`src/rtl/e203_dtcm_ram_ctrl_pkg.sv`:
```
// DTCM RAM controller shared definitions.
// Width defaults mirror the E203 DTCM RAM configuration.
package e203_dtcm_ram_ctrl_pkg;

  localparam int E203_DTCM_RAM_DW = 32;
  localparam int E203_DTCM_RAM_MW = E203_DTCM_RAM_DW / 8;
  localparam int E203_DTCM_RAM_AW = 14;

  localparam logic [1:0] ST_ACTIVE = 2'd0;
  localparam logic [1:0] ST_SLEEP  = 2'd1;
  localparam logic [1:0] ST_WAKE   = 2'd2;

endpackage

```
`src/rtl/e203_dtcm_rsp_fifo.sv`:
```
// Response FIFO for the DTCM controller.
// Outputs come straight from registers; empty entries read as zero.
module e203_dtcm_rsp_fifo #(
  parameter int DEPTH = 3,
  parameter int W     = 33,
  localparam int CW   = $clog2(DEPTH + 1)
) (
  input  logic          clk,
  input  logic          rst,
  input  logic          push_i,
  input  logic [W-1:0]  din_i,
  input  logic          pop_i,
  output logic          valid_o,
  output logic [W-1:0]  dout_o,
  output logic [CW-1:0] cnt_o
);

  localparam int PW = (DEPTH > 1) ? $clog2(DEPTH) : 1;
  localparam logic [PW-1:0] LAST = PW'(DEPTH - 1);

  logic [W-1:0]  mem_q [DEPTH];
  logic [PW-1:0] wptr_q, wptr_d;
  logic [PW-1:0] rptr_q, rptr_d;
  logic [CW-1:0] cnt_q, cnt_d;
  logic          do_pop;

  assign do_pop  = pop_i & (cnt_q != '0);
  assign valid_o = (cnt_q != '0);
  assign dout_o  = valid_o ? mem_q[rptr_q] : '0;
  assign cnt_o   = cnt_q;

  always_comb begin
    wptr_d = wptr_q;
    rptr_d = rptr_q;
    cnt_d  = cnt_q;
    if (push_i)
      wptr_d = (wptr_q == LAST) ? '0 : wptr_q + 1'b1;
    if (do_pop)
      rptr_d = (rptr_q == LAST) ? '0 : rptr_q + 1'b1;
    unique case ({push_i, do_pop})
      2'b10:   cnt_d = cnt_q + 1'b1;
      2'b01:   cnt_d = cnt_q - 1'b1;
      default: cnt_d = cnt_q;
    endcase
  end

  always_ff @(posedge clk or posedge rst) begin
    if (rst) begin
      for (int i = 0; i < DEPTH; i++)
        mem_q[i] <= '0;
      wptr_q <= '0;
      rptr_q <= '0;
      cnt_q  <= '0;
    end else begin
      if (push_i)
        mem_q[wptr_q] <= din_i;
      wptr_q <= wptr_d;
      rptr_q <= rptr_d;
      cnt_q  <= cnt_d;
    end
  end

endmodule

```
`src/rtl/e203_dtcm_ram_ctrl.sv`:
```
// DTCM SRAM initiator: ICB command issue, ordered responses
// through a credit-guarded FIFO, and light-sleep control.
module e203_dtcm_ram_ctrl
  import e203_dtcm_ram_ctrl_pkg::*;
#(
  parameter int DW        = E203_DTCM_RAM_DW,
  parameter int MW        = E203_DTCM_RAM_MW,
  parameter int AW        = E203_DTCM_RAM_AW,
  parameter int ICB_AW    = 16,
  parameter int RSP_DEPTH = 3,
  parameter int IDLE_CYC  = 16
) (
  input  logic              clk,
  input  logic              rst,
  input  logic              icb_cmd_valid,
  output logic              icb_cmd_ready,
  input  logic              icb_cmd_read,
  input  logic [ICB_AW-1:0] icb_cmd_addr,
  input  logic [DW-1:0]     icb_cmd_wdata,
  input  logic [MW-1:0]     icb_cmd_wmask,
  output logic              icb_rsp_valid,
  input  logic              icb_rsp_ready,
  output logic [DW-1:0]     icb_rsp_rdata,
  output logic              icb_rsp_err,
  output logic              ram_cs,
  output logic              ram_we,
  output logic [AW-1:0]     ram_addr,
  output logic [MW-1:0]     ram_wem,
  output logic [DW-1:0]     ram_din,
  input  logic [DW-1:0]     ram_dout,
  output logic              ram_ls,
  output logic              ram_ds,
  output logic              ram_sd
);

  localparam int CNTW = $clog2(RSP_DEPTH + 1);
  localparam int IW   = (IDLE_CYC > 1) ? $clog2(IDLE_CYC) : 1;
  localparam logic [IW-1:0] IDLE_LAST =
    IW'((IDLE_CYC > 0) ? IDLE_CYC - 1 : 0);
  localparam bit SLEEP_EN = (IDLE_CYC != 0);

  logic [1:0]      state_q, state_d;
  logic [IW-1:0]   idle_q, idle_d;
  logic            infl_q, infl_d;
  logic            rd_q, rd_d;
  logic            err_q, err_d;
  logic            oor, hs, idle_cond;
  logic            fifo_valid;
  logic [CNTW-1:0] fifo_cnt;
  logic [CNTW:0]   occ;
  logic [DW:0]     push_ent, head;
  logic            unused_addr_lsb;

  generate
    if (ICB_AW > AW + 2) begin : g_oor
      assign oor = |icb_cmd_addr[ICB_AW-1:AW+2];
    end else begin : g_no_oor
      assign oor = 1'b0;
    end
  endgenerate

  assign unused_addr_lsb = ^icb_cmd_addr[1:0];

  // Credit counts the inflight slot so a push can never overflow.
  assign occ = {1'b0, fifo_cnt} + {{CNTW{1'b0}}, infl_q};
  assign icb_cmd_ready = ~rst & (state_q == ST_ACTIVE)
                       & (occ < (CNTW+1)'(RSP_DEPTH));
  assign hs = icb_cmd_valid & icb_cmd_ready;

  assign ram_cs   = hs & ~oor;
  assign ram_we   = ~rst & ~icb_cmd_read;
  assign ram_wem  = (rst | icb_cmd_read) ? '0 : icb_cmd_wmask;
  assign ram_din  = rst ? '0 : icb_cmd_wdata;
  assign ram_addr = rst ? '0 : icb_cmd_addr[AW+1:2];
  assign ram_ls   = (state_q == ST_SLEEP);
  assign ram_ds   = 1'b0;
  assign ram_sd   = 1'b0;

  assign infl_d = hs;
  assign rd_d   = icb_cmd_read;
  assign err_d  = oor;

  assign push_ent = {err_q, (rd_q & ~err_q) ? ram_dout : '0};

  e203_dtcm_rsp_fifo #(
    .DEPTH (RSP_DEPTH),
    .W     (DW + 1)
  ) u_rsp_fifo (
    .clk     (clk),
    .rst     (rst),
    .push_i  (infl_q),
    .din_i   (push_ent),
    .pop_i   (icb_rsp_ready),
    .valid_o (fifo_valid),
    .dout_o  (head),
    .cnt_o   (fifo_cnt)
  );

  assign icb_rsp_valid = fifo_valid;
  assign {icb_rsp_err, icb_rsp_rdata} = head;

  assign idle_cond = ~icb_cmd_valid & ~infl_q & ~fifo_valid;

  always_comb begin
    state_d = state_q;
    idle_d  = '0;
    unique case (1'b1)
      (state_q == ST_ACTIVE): begin
        if (SLEEP_EN && idle_cond) begin
          if (idle_q == IDLE_LAST)
            state_d = ST_SLEEP;
          else
            idle_d = idle_q + 1'b1;
        end
      end
      (state_q == ST_SLEEP): begin
        if (icb_cmd_valid)
          state_d = ST_WAKE;
      end
      (state_q == ST_WAKE): state_d = ST_ACTIVE;
      default:              state_d = ST_ACTIVE;
    endcase
  end

  always_ff @(posedge clk or posedge rst) begin
    if (rst) begin
      state_q <= ST_ACTIVE;
      idle_q  <= '0;
      infl_q  <= 1'b0;
      rd_q    <= 1'b0;
      err_q   <= 1'b0;
    end else begin
      state_q <= state_d;
      idle_q  <= idle_d;
      infl_q  <= infl_d;
      rd_q    <= rd_d;
      err_q   <= err_d;
    end
  end

endmodule

```
`config.mk`:
```
export PLATFORM = sky130hd
export DESIGN_NAME = e203_dtcm_ram_ctrl
export DESIGN_NICKNAME = d
export VERILOG_FILES = /design/src/rtl/e203_dtcm_ram_ctrl_pkg.sv /design/src/rtl/e203_dtcm_rsp_fifo.sv /design/src/rtl/e203_dtcm_ram_ctrl.sv
export SDC_FILE = /design/constraint.sdc
export NUM_CORES = 1
export LEC_CHECK = 0
export BUFFER_PORTS_ARGS = -buffer_cell sky130_fd_sc_hd__buf_2
export CORE_ASPECT_RATIO = 0.6
export CORE_UTILIZATION = 45
export DETAILED_ROUTE_END_ITERATION = 10
export PLACE_DENSITY = 0.71
export SLEW_MARGIN = 20
export SYNTH_ARGS = -nofsm -noshare
export SYNTH_HDL_FRONTEND = slang
export SYNTH_HIERARCHICAL = 1
export SYNTH_SLANG_ARGS = --single-unit
```
`constraint.sdc`:
```
create_clock -name clk -period 3.48 [get_ports clk]
set_input_delay 0.174 -clock clk [delete_from_list [all_inputs] [get_ports clk]]
set_output_delay 0.174 -clock clk [all_outputs]
set_load 0.02 [all_outputs]
```
; ---- Yosys cells after proc, flatten, opt, wreduce, memory -nomap -nowiden
; Cells that the tools add are included.
[totals]
elab_cells = 70
regBits = 113
input_bits = 89
out_inout_bits = 90
[op_classes]
n_reduce_logical = 5
add_sub_neg = 6
order_cmp = 4
mux = 21
n_eq_ne = 9
bitwise = 15
[op_table]
columns = operator, count
row1 = 33-bit 2-to-1 mux, 4
row2 = 99-bit bitwise mux, 1
row3 = 33-bit binary-select mux with 2-bit select, 1
row4 = 33-bit demux with 2-bit select, 1
row5 = 32-bit 2-to-1 mux, 2
row6 = 4-bit 2-to-1 mux, 4
row7 = 14-bit 2-to-1 mux, 1
row8 = 2-bit 2-to-1 mux, 5
row9 = 2-bit case mux with 2 select lines, 2
row10 = 1-bit bitwise AND, 7
row11 = "2-bit by 1-bit adder with 2-bit output, second input constant", 3
row12 = "2-bit equality test, second input constant", 3
row13 = "3-bit greater-or-equal comparator, second input constant", 2
row14 = 2-bit inverter with 3-bit output, 2
row15 = 1-bit inverter, 5
row16 = "4-bit by 1-bit adder with 4-bit output, second input constant", 1
row17 = "2-bit by 1-bit equality test with 1-bit output, second input constant", 2
row18 = "4-bit equality test, second input constant", 1
row19 = "2-bit != test, second input constant", 2
row20 = 2-bit nonzero test, 2
row21 = 2-bit by 1-bit adder with 3-bit output, 1
row22 = "3-bit by 1-bit < comparator with 1-bit output, second input constant", 1
row23 = "3-bit by 2-bit < comparator with 1-bit output, second input constant", 1
row24 = 3-bit AND reduction, 1
row25 = other kinds (5), 5

; ---- Longest topological paths before layout
; Gate-level depths: netlist of run 1.
[logic_depth]
word_depth = 6
depth_mapped = 6
mapped_depth_nobuf = 6

; ---- Cells and area by module
; The synthesis of run 1 kept the hierarchy.
[by_module_without_submodules]
columns = module, cells_each, area_per_inst_um2, instances, seq_area_each_um2
row1 = e203_dtcm_rsp_fifo, 357, 4894.7, 1, 2627.5
row2 = e203_dtcm_ram_ctrl, 124, 950.9, 1, 200.2

; ---- Worst setup path after synthesis of run 1
; No wires, ideal clock.
[synth_timing]
path_type = register -> output
startpoint = register infl_q
endpoint = output port ram_cs
t_required_ns = 3.306
setup_slack_ns = 1.420
arrival_time_ns = 1.886
n_path_buf = 0
path_stages_with_launch = 5
path_cell_list = dfrtp_1 ha_1 ha_1 a2111oi_2 and2_1
[synth_via]
elab_chain_cells = 4
[synth_lines]
columns = element, line
row1 = "start, declared", e203_dtcm_ram_ctrl.sv:44  ; logic infl_q, infl_d;
row2 = "start signal, assigned", e203_dtcm_ram_ctrl.sv:135  ; infl_q <= infl_d;
row3 = 2-bit by 1-bit adder with 3-bit output, e203_dtcm_ram_ctrl.sv:65  ; assign occ = {1'b0, fifo_cnt} + {{CNTW{1'b0}}, infl_q};
row4 = 3-bit by 2-bit < comparator with 1-bit output, e203_dtcm_ram_ctrl.sv:67  ; & (occ < (CNTW+1)'(RSP_DEPTH));
row5 = 1-bit bitwise AND, e203_dtcm_ram_ctrl.sv:67
row6 = net icb_cmd_ready, e203_dtcm_ram_ctrl.sv:16  ; output logic icb_cmd_ready,
row7 = 1-bit bitwise AND, e203_dtcm_ram_ctrl.sv:68  ; assign hs = icb_cmd_valid & icb_cmd_ready;
row8 = "end, declared", e203_dtcm_ram_ctrl.sv:25  ; output logic ram_cs,
; The timed path passes the listed nets, and every way through them passes these cells.

; ---- Final worst setup path of run 1
[layout_timing]
startpoint = register u_rsp_fifo.rptr_q[1]
endpoint = output port icb_rsp_rdata[14]
[layout_via]
elab_chain_cells = 5
[layout_lines]
columns = element, line
row1 = "start, declared", e203_dtcm_rsp_fifo.sv:23  ; logic [PW-1:0] rptr_q, rptr_d;
row2 = "start signal, assigned", e203_dtcm_rsp_fifo.sv:58  ; rptr_q <= rptr_d;
row3 = 2-bit inverter with 3-bit output (implied by the code), e203_dtcm_rsp_fifo.sv:29  ; assign dout_o = valid_o ? mem_q[rptr_q] : '0;
row4 = 33-bit binary-select mux with 2-bit select, e203_dtcm_rsp_fifo.sv:29
row5 = 33-bit 2-to-1 mux (implied by the code) (2 in series), e203_dtcm_rsp_fifo.sv:29
row6 = 33-bit 2-to-1 mux, e203_dtcm_rsp_fifo.sv:29
row7 = "end, declared", e203_dtcm_ram_ctrl.sv:23  ; output logic [DW-1:0] icb_rsp_rdata,
; No other way between the ends. The select of a mux whose other input is x is not followed.

==> Flow_metrics.wiki, run 1 <==
{| class="wikitable"
! Metric !! Value
|-
| Final setup slack of the worst path || approximately 0.86 ns
|-
| Worst-Margin Slew || around 0.84 ns
|-
| Cts-stage hold buffer count || 1
|-
| Post-synthesis cell type count || 33
|-
| Buffer type at the clock tree root || sky130_fd_sc_hd__clkbuf_16
|-
| Simple-gate share of the synthesized area || 14.1%
|-
| Sequential cell area || 0.00283 mm2
|-
| Setup slack on the worst flop-to-flop path || 1.32 ns
|-
| Startpoint of the worst-slack reg-to-reg timing path || infl_q
|-
| Core area || roughly 0.012 mm2
|-
| Ys Warns || 6
|-
| Clock tree from TritonCTS || yes
|-
| Detailed-placement wirelength estimate || 9.64 mm
|-
| Biggest area contributors in the synthesized netlist || sky130_fd_sc_hd__dfrtp_1 48%, sky130_fd_sc_hd__mux2_2 13%, sky130_fd_sc_hd__mux2_4 7.7%
|-
| Final nets || approximately 750
|-
| Critical path launch point type || register
|-
| Share of async-settable or async-resettable flops after synthesis || 100%
|-
| Post-Synthesis Cell Area || 0.00585 mm2
|-
| Wire length per cell || 17.8 um
|-
| Antenna violations before repair || 0
|-
| Main combinational cell family by area after synthesis || multiplexers
|-
| Post-cts repair resize count || 0
|-
| Remaining DRCs || 0
|-
| Setup Total Neg Slack || 0 ns
|-
| RD Place Congestion || between 0.7 and 0.8
|-
| Io pins || between 150 and 200
|-
| Global-route wire length before repair || approximately 24 mm
|-
| Result of the run || complete, no violations
|-
| Total of max-cap violations || 0
|-
| Area enclosed by the die boundary || around 0.013 mm2
|-
| Buffers inserted during post-CTS setup optimization || 0
|-
| Required time at the worst-slack endpoint || between 3 and 4 ns
|-
| Setup crit start || u_rsp_fifo/rptr_q[1]
|-
| Logic depth of the worst register-to-register path || 4
|-
| Worst hold path type || in -> reg
|-
| H-tree Lvls || 4
|-
| XOR/XNOR Fraction of Synth Area || less than 1%
|-
| Die height || around 90 um
|-
| Total clock buffers created by CTS || 17
|-
| Clock Pin Slew Worst Setup and Hold Paths || approximately 0.06 ns
|-
| Maximum clock frequency || 381 MHz
|-
| Maximum vdd drop || between 0.0003 and 0.0004 V
|-
| Final Hold Vio Count || 0
|-
| Area occupied by multi-input gates || roughly 0.0028 mm2
|-
| Quantity of I/O buffers inserted on ports || about 170
|-
| Crit path arrival time || approximately 2.5 ns
|-
| Crit path max fanout || 20
|-
| Area growth, synth to finish || 27.7%
|-
| Final setup violation count || 0
|-
| Latest clock arrival within the worst-skew pair || 0.41 ns
|-
| WL final || roughly 15 mm
|-
| Slew Limit Fails || 0
|-
| Share of the synthesized area in the top cell type || slightly below 50%
|-
| Post-synth EDFFs || 0
|-
| Critical Path End Type || output port
|-
| Max clock buf depth || 2
|-
| Dominant register cell in the synthesized netlist || sky130_fd_sc_hd__dfrtp_1
|-
| Vias post-DR || 4298
|-
| WS Path Type || reg -> out
|-
| Final worst-path cycle share || between 70% and 80%
|-
| Number of instances in the synthesized netlist || between 400 and 500
|-
| FILL cells || around 1000
|-
| Number of rows in the core area || 31
|-
| Cell accounting for the most synthesized area || sky130_fd_sc_hd__dfrtp_1
|-
| Top-count cell post-synth || sky130_fd_sc_hd__dfrtp_1
|-
| Terminus of the critical flop-to-flop path || u_rsp_fifo/mem_q[14]
|-
| Aggregate global routing overflow || 0
|-
| Finished Core Util || between 60% and 70%
|-
| Synth Area in Adders || 0.856%
|-
| Largest net degree at the start of global routing || 51
|-
| Vias in the first global route || between 4000 and 5000
|-
| Avg Synthesized Cell Area || approximately 12 um2
|-
| Most frequent cells after synthesis || 113 x sky130_fd_sc_hd__dfrtp_1, 70 x sky130_fd_sc_hd__mux2_2, 42 x sky130_fd_sc_hd__nor2b_1
|-
| Worst setup path end || icb_rsp_rdata[14]
|-
| Die Wd || between 100 and 150 um
|-
| RSZ-0062 raised after global routing || no
|-
| Vias/cell || 5.17
|-
| Total power density per cell area || around 880 mW/mm2
|-
| Max transition margin || around 44%
|-
| Initial core utilization || a little under half
|-
| Compound-gate portion of the synthesized area || 5.27%
|-
| Worst setup skew after layout || ~0.0081 ns
|-
| Crit path time final || around 2.6 ns
|-
| Global router's overall resource usage || a little under a quarter
|-
| ANT cells || 0
|-
| Number of synthesized register bits || 113
|-
| 1st-iter DRT viols || 171
|-
| Total iterations of the first detailed-routing run || 4
|-
| Cell leakage power || 0.00390 uW
|-
| Pre-CTS setup slack || between 1 and 1.5 ns
|-
| Remaining antenna violation count after routing || 0
|-
| Sequential fraction of the synthesis area || between 40% and 50%
|-
| Mux contribution to synthesized area || 26.8%
|-
| Number of sinks on the clock net || 113
|-
| Share of cells above drive strength 1 || between 50 and 60%
|}
-- logic make-up (layout without fill, tap and decap cells) --
logic type | after synthesis | count (layout)
flops | 113 | 113
simple gates | 143 | 143
xor+xnor | 5 | 5
buf+inv | 43 | 224
mux | 133 | 133
other cells | 1 | 5
compound gates | 39 | 39
fa+ha+maj | 4 | 4
-- sequential cells by signal (all words and copies together) (netlist names) --
signal             cells
idle_q                 4
u_rsp_fifo/cnt_o       2
u_rsp_fifo/rptr_q      2
rd_q                   1
state_q                2
infl_q                 1
u_rsp_fifo/wptr_q      2
u_rsp_fifo/mem_q      99
-- per-stage QoR --
step	total power [uW]	instances	hold WS, ns	cell area (um2)
after floorplan	4020	485	0.203	5860
after global placement	4650	798	0.301	6850
after detailed placement	4760	798	0.297	6850
after CTS	6570	831	0.0252	7470
after global routing	6880	831	0.0261	7470
final	6530	831	0.0375	7470
-- worst max-delay path: stages, from the launching register on --
cell and delay (ns):
sky130_fd_sc_hd__dfrtp_2 0.63, sky130_fd_sc_hd__nor2b_4 0.59, sky130_fd_sc_hd__buf_4 0.34, sky130_fd_sc_hd__a2bb2oi_1 0.10, sky130_fd_sc_hd__nor2_1 0.18, sky130_fd_sc_hd__buf_2 0.20
-- cells in the final DEF, fill, tap and decap left out, types with 2 or more instances in the layout --
cell type,count
sky130_fd_sc_hd__nor2_1,29
sky130_fd_sc_hd__clkbuf_16,17
sky130_fd_sc_hd__inv_2,2
sky130_fd_sc_hd__clkbuf_1,2
sky130_fd_sc_hd__nor2b_1,41
sky130_fd_sc_hd__nand3_1,2
sky130_fd_sc_hd__clkinv_4,2
sky130_fd_sc_hd__a21oi_1,8
sky130_fd_sc_hd__ha_1,4
sky130_fd_sc_hd__dfrtp_1,111
sky130_fd_sc_hd__o21ai_0,2
sky130_fd_sc_hd__mux2_4,30
sky130_fd_sc_hd__xor2_1,2
sky130_fd_sc_hd__mux2i_1,33
sky130_fd_sc_hd__and2b_2,6
sky130_fd_sc_hd__and2_1,38
sky130_fd_sc_hd__buf_4,9
sky130_fd_sc_hd__inv_1,5
sky130_fd_sc_hd__buf_2,174
sky130_fd_sc_hd__or2_2,8
sky130_fd_sc_hd__clkinv_2,5
sky130_fd_sc_hd__nand2_1,8
sky130_fd_sc_hd__clkbuf_8,3
sky130_fd_sc_hd__bufinv_16,3
sky130_fd_sc_hd__dfrtp_2,2
sky130_fd_sc_hd__conb_1,5
sky130_fd_sc_hd__mux2_2,70
sky130_fd_sc_hd__a21o_1,2
sky130_fd_sc_hd__xnor2_1,3
sky130_fd_sc_hd__a2bb2oi_1,25
sky130_fd_sc_hd__nor3_2,2
-- routing by layer --
metal | vias up | global-route usage, % | share of wire (%)
li1 | 1990 | - | -
met1 | 2213 | 33.5 | 50
met2 | 84 | 34.8 | 46
met3 | 11 | 5.05 | 3.5
met4 | 0 | 6.46 | 0.86
met5 | - | 0 | 0
-- worst min path at each step --
stage / cells after the start / startpoint / end
final: 2 / icb_cmd_valid / state_q[1]
after floorplan: 2 / rst / idle_q[0]
after detailed placement: 1 / icb_cmd_read / rd_q
after global routing: 2 / icb_cmd_valid / state_q[1]
after global placement: 1 / icb_cmd_read / rd_q
after CTS: 2 / icb_cmd_valid / state_q[1]
-- cell type report --
cell class / count / share of cell area [%]
clock inverter: 10 / 1.78
sequential: 113 / 37.9
inverter: 8 / 0.436
timing repair buffer: 184 / 12.7
clock buffer: 22 / 6.35
multi-input combinational: 329 / 38.1
tap: 165 / 2.76
-- where the power goes --
part	internal, uW	switching, uW
registers	1850	373
clock network	1180	603
logic	1250	1280
Note: power is estimated with default switching activity, not from simulation.
==> run 2: changes to the inputs <==
- ABC_AREA: default -> 1
- PLACE_DENSITY: 0.71 -> 0.74
- clock period: 3.48 -> 2.2 ns (I/O delays scaled with it)
==> run 2 against run 1 <==
Clock skew shrank 0.0017 ns. Highest routed layer unchanged. Critical path type unchanged. Largest cell class is now flip-flops and latches. Register-to-register slack lost 0.64 ns. Synthesized cell count rose by 73%.
==> Flow_metrics.wiki, run 2 <==
{| class="wikitable"
! Metric !! Value
|-
| Detailed-placement wirelength estimate || approximately 9.7 mm
|-
| Max clock buf depth || 2
|-
| Critical path launch point type || register
|-
| Final nets || roughly 1100
|-
| Crit path max fanout || 34
|-
| Top-count cell post-synth || sky130_fd_sc_hd__nand2_1
|-
| Final worst-path cycle share || a little over nine tenths
|-
| 1st-iter DRT viols || about 420
|-
| Logic depth of the worst register-to-register path || 9
|-
| Hold Crit Start || ram_dout[21]
|-
| Cell leakage power || about 0.0046 uW
|-
| Final setup slack of the worst path || ~0.11 ns
|-
| Setup Total Neg Slack || 0 ns
|-
| Share of the synthesized area in the top cell type || 46.0%
|-
| Total of max-cap violations || 0
|-
| Final setup violation count || 0
|-
| Setup slack on the worst flop-to-flop path || roughly 0.7 ns
|-
| Number of rows in the core area || 32
|-
| Wire length per cell || 13.3 um
|-
| Crit path arrival time || 1.98 ns
|-
| Post-synthesis cell type count || 23
|-
| WS Path Type || reg -> out
|-
| Terminus of the critical flop-to-flop path || u_rsp_fifo/cnt_o[1]
|-
| Worst hold path type || in -> reg
|-
| Most flop-heavy register || u_rsp_fifo/mem_q
|-
| Crit path time final || about 2.1 ns
|-
| Final std cells w/o fill || approximately 1200
|-
| Share of async-settable or async-resettable flops after synthesis || 100%
|-
| Dominant register cell in the synthesized netlist || sky130_fd_sc_hd__dfrtp_1
|-
| Hold WS || 0.0674 ns
|-
| Aggregate global routing overflow || 0
|-
| Global-route wire length before repair || about 26 mm
|-
| Number of instances in the synthesized netlist || between 800 and 900
|-
| Total iterations of the first detailed-routing run || 7
|-
| Sequential fraction of the synthesis area || 46.0%
|-
| Number of synthesized register bits || roughly 110
|-
| Slew Limit Fails || 0
|-
| Startpoint of the worst-slack reg-to-reg timing path || u_rsp_fifo/cnt_o[0]
|-
| Die Wd || roughly 150 um
|-
| Area growth, synth to finish || 24.6%
|-
| Max transition margin || around 62%
|-
| Most frequent CP cell || sky130_fd_sc_hd__nand3_1
|-
| Required time at the worst-slack endpoint || 2.09 ns
|-
| CP max stage cell || sky130_fd_sc_hd__dfrtp_4
|-
| Quantity of I/O buffers inserted on ports || 174
|-
| Io pins || around 180
|-
| Cell family with most CP delay || flip-flops
|-
| Post-Synthesis Cell Area || between 0.006 and 0.007 mm2
|-
| Ys Warns || 6
|-
| Latest clock arrival within the worst-skew pair || 0.41 ns
|-
| Worst-Margin Slew || 0.564 ns
|-
| Area enclosed by the die boundary || around 0.014 mm2
|-
| Global router's overall resource usage || a little under a quarter
|-
| Vias/cell || about 4.8
|-
| Number of flip-flops under the largest register name || ~100
|-
| Antenna violations before repair || 0
|-
| Hold Crit Endpoint || u_rsp_fifo/mem_q[21]
|-
| Largest net degree at the start of global routing || about 110
|-
| Setup crit start || u_rsp_fifo/rptr_q[1]
|-
| Vias in the first global route || roughly 5100
|-
| CP peak stage delay || roughly 0.62 ns
|-
| Buffer type at the clock tree root || sky130_fd_sc_hd__clkbuf_16
|-
| Avg Synthesized Cell Area || 7.40 um2
|-
| Biggest area contributors in the synthesized netlist || sky130_fd_sc_hd__dfrtp_1 46%, sky130_fd_sc_hd__nand2_1 13%, sky130_fd_sc_hd__inv_1 10%
|-
| Result of the run || complete, no violations
|-
| Most frequent cells after synthesis || 217 x sky130_fd_sc_hd__nand2_1, 165 x sky130_fd_sc_hd__inv_1, 113 x sky130_fd_sc_hd__dfrtp_1
|-
| Finished Core Util || slightly below 60%
|-
| Maximum clock frequency || 478 MHz
|-
| Most common library cell in the layout ignoring fill and taps || sky130_fd_sc_hd__nand2_1
|-
| CP Buf/Inv Count || 3
|-
| Cell accounting for the most synthesized area || sky130_fd_sc_hd__dfrtp_1
|-
| List of cells traversed by the critical path || inv_4 > nand3_1 > nand3_1 > nand2_1 > inv_1 > buf_2
|-
| Share of cells above drive strength 1 || 25.2%
|-
| Critical Path End Type || output port
|-
| Remaining DRCs || 0
|-
| Die height || roughly 93 um
|-
| Cell count after placement || around 1100
|-
| RD Place Congestion || 0.807
|-
| RSZ-0062 raised after global routing || no
|-
| Core area || between 0.01 and 0.015 mm2
|-
| Worst setup skew after layout || between 0.006 and 0.007 ns
|-
| Pre-CTS setup slack || 0.456 ns
|-
| WL final || 15.7 mm
|-
| Largest registers || u_rsp_fifo/mem_q x99, idle_q x4
|-
| Commonest non-fill, non-tap cells in the layout || 216 x sky130_fd_sc_hd__nand2_1, 174 x sky130_fd_sc_hd__buf_2, 164 x sky130_fd_sc_hd__inv_1, 111 x sky130_fd_sc_hd__dfrtp_1, 103 x sky130_fd_sc_hd__nand3_1
|-
| Number of stages on the worst hold path || 5
|-
| Initial core utilization || 46.9%
|-
| Number of sinks on the clock net || 113
|-
| H-tree Lvls || 4
|-
| Remaining antenna violation count after routing || 0
|-
| Final Hold Vio Count || 0
|-
| Vias post-DR || 5614
|-
| Total power density per cell area || approximately 1300 mW/mm2
|-
| Clock tree from TritonCTS || yes
|-
| ANT cells || 0
|-
| Post-synth EDFFs || 0
|-
| Maximum vdd drop || around 0.00067 V
|-
| Clock Pin Slew Worst Setup and Hold Paths || approximately 0.050 ns
|-
| Total clock buffers created by CTS || 17
|}
-- run 2: changes by cell type in the layout (fill, tap and decap cells not counted), sizes merged, moves of 8 or more --
| cell | change |
|---|---|
| a21oi | -8 |
| a2bb2oi | -25 |
| and2 | -38 |
| inv | +158 |
| mux2 | -100 |
| mux2i | -33 |
| nand2 | +209 |
| nand3 | +103 |
| nor2 | +33 |
| nor2b | -42 |
| o21ai | +101 |
| or2 | -9 |
-- run 2: power by group --
group	leakage (uW)	internal (uW)	switching, uW	total, uW
registers	0.00144	2890	589	3480
clock network	0.000277	1690	948	2640
logic	0.00285	1380	2570	3960
total	0.00457	5960	4110	10100
-- run 2: repair_timing --
action | in CTS | in global routing
gates resized for setup | 0 | 4
hold buffers | 3 | 0
buffers inserted | 0 | 1
setup endpoints to repair | 0 | 32
endpoints found under the hold margin | 12 | 0
-- run 2: final cells by class --
cell class                 count  area (um2)
fill                        1194        5440
sequential                   113        2840
multi-input combinational    502        2320
timing repair buffer         191        1070
inverter                     167         636
clock buffer                  23         498
tap                          170         213
clock inverter                 9        80.1
-- run 2: metal layers --
| layer | up-vias | wire length, um | track usage (%) |
|---|---|---|---|
| li1 | 2853 | - | - |
| met1 | 2563 | 7520 | 33.4 |
| met2 | 188 | 6950 | 35.1 |
| met3 | 10 | 1090 | 5.52 |
| met4 | 0 | 97 | 4.04 |
| met5 | - | 0 | 0 |
-- run 2: cell families after synthesis --
logic type               Yosys count  share of synthesized area (%)
XOR/XNOR                           1                          0.143
buffers and inverters            218                           16.5
AO/OA/AOI/OAI                    103                           9.67
adder cells (fa/ha/maj)            4                          0.815
AND/OR/NAND/NOR                  390                           26.8
other                              1                         0.0610
flip-flops                       113                           46.0
-- run 2: worst max path at each step --
stage	end	slack, ns	cells after the start
after floorplan	infl_q	0.64	5
after global placement	icb_rsp_rdata[16]	0.48	6
after detailed placement	icb_rsp_rdata[16]	0.46	6
after CTS	icb_rsp_rdata[16]	0.03	6
after global routing	icb_rsp_rdata[0]	0.01	6
final	icb_rsp_rdata[20]	0.11	6
-- run 2: stage by stage --
step                area [um2]  total power, uW
finish                    7650            10100
global route              7650            10800
CTS                       7610            10000
detailed placement        7010             7300
global placement          7010             7210
floorplan                 6150             6230
-- run 2: worst min-delay path: stages --
cell and delay (ns):
sky130_fd_sc_hd__buf_2 0.07, sky130_fd_sc_hd__nand2_1 0.04, sky130_fd_sc_hd__inv_1 0.04, sky130_fd_sc_hd__inv_1 0.05, sky130_fd_sc_hd__o21ai_1 0.12
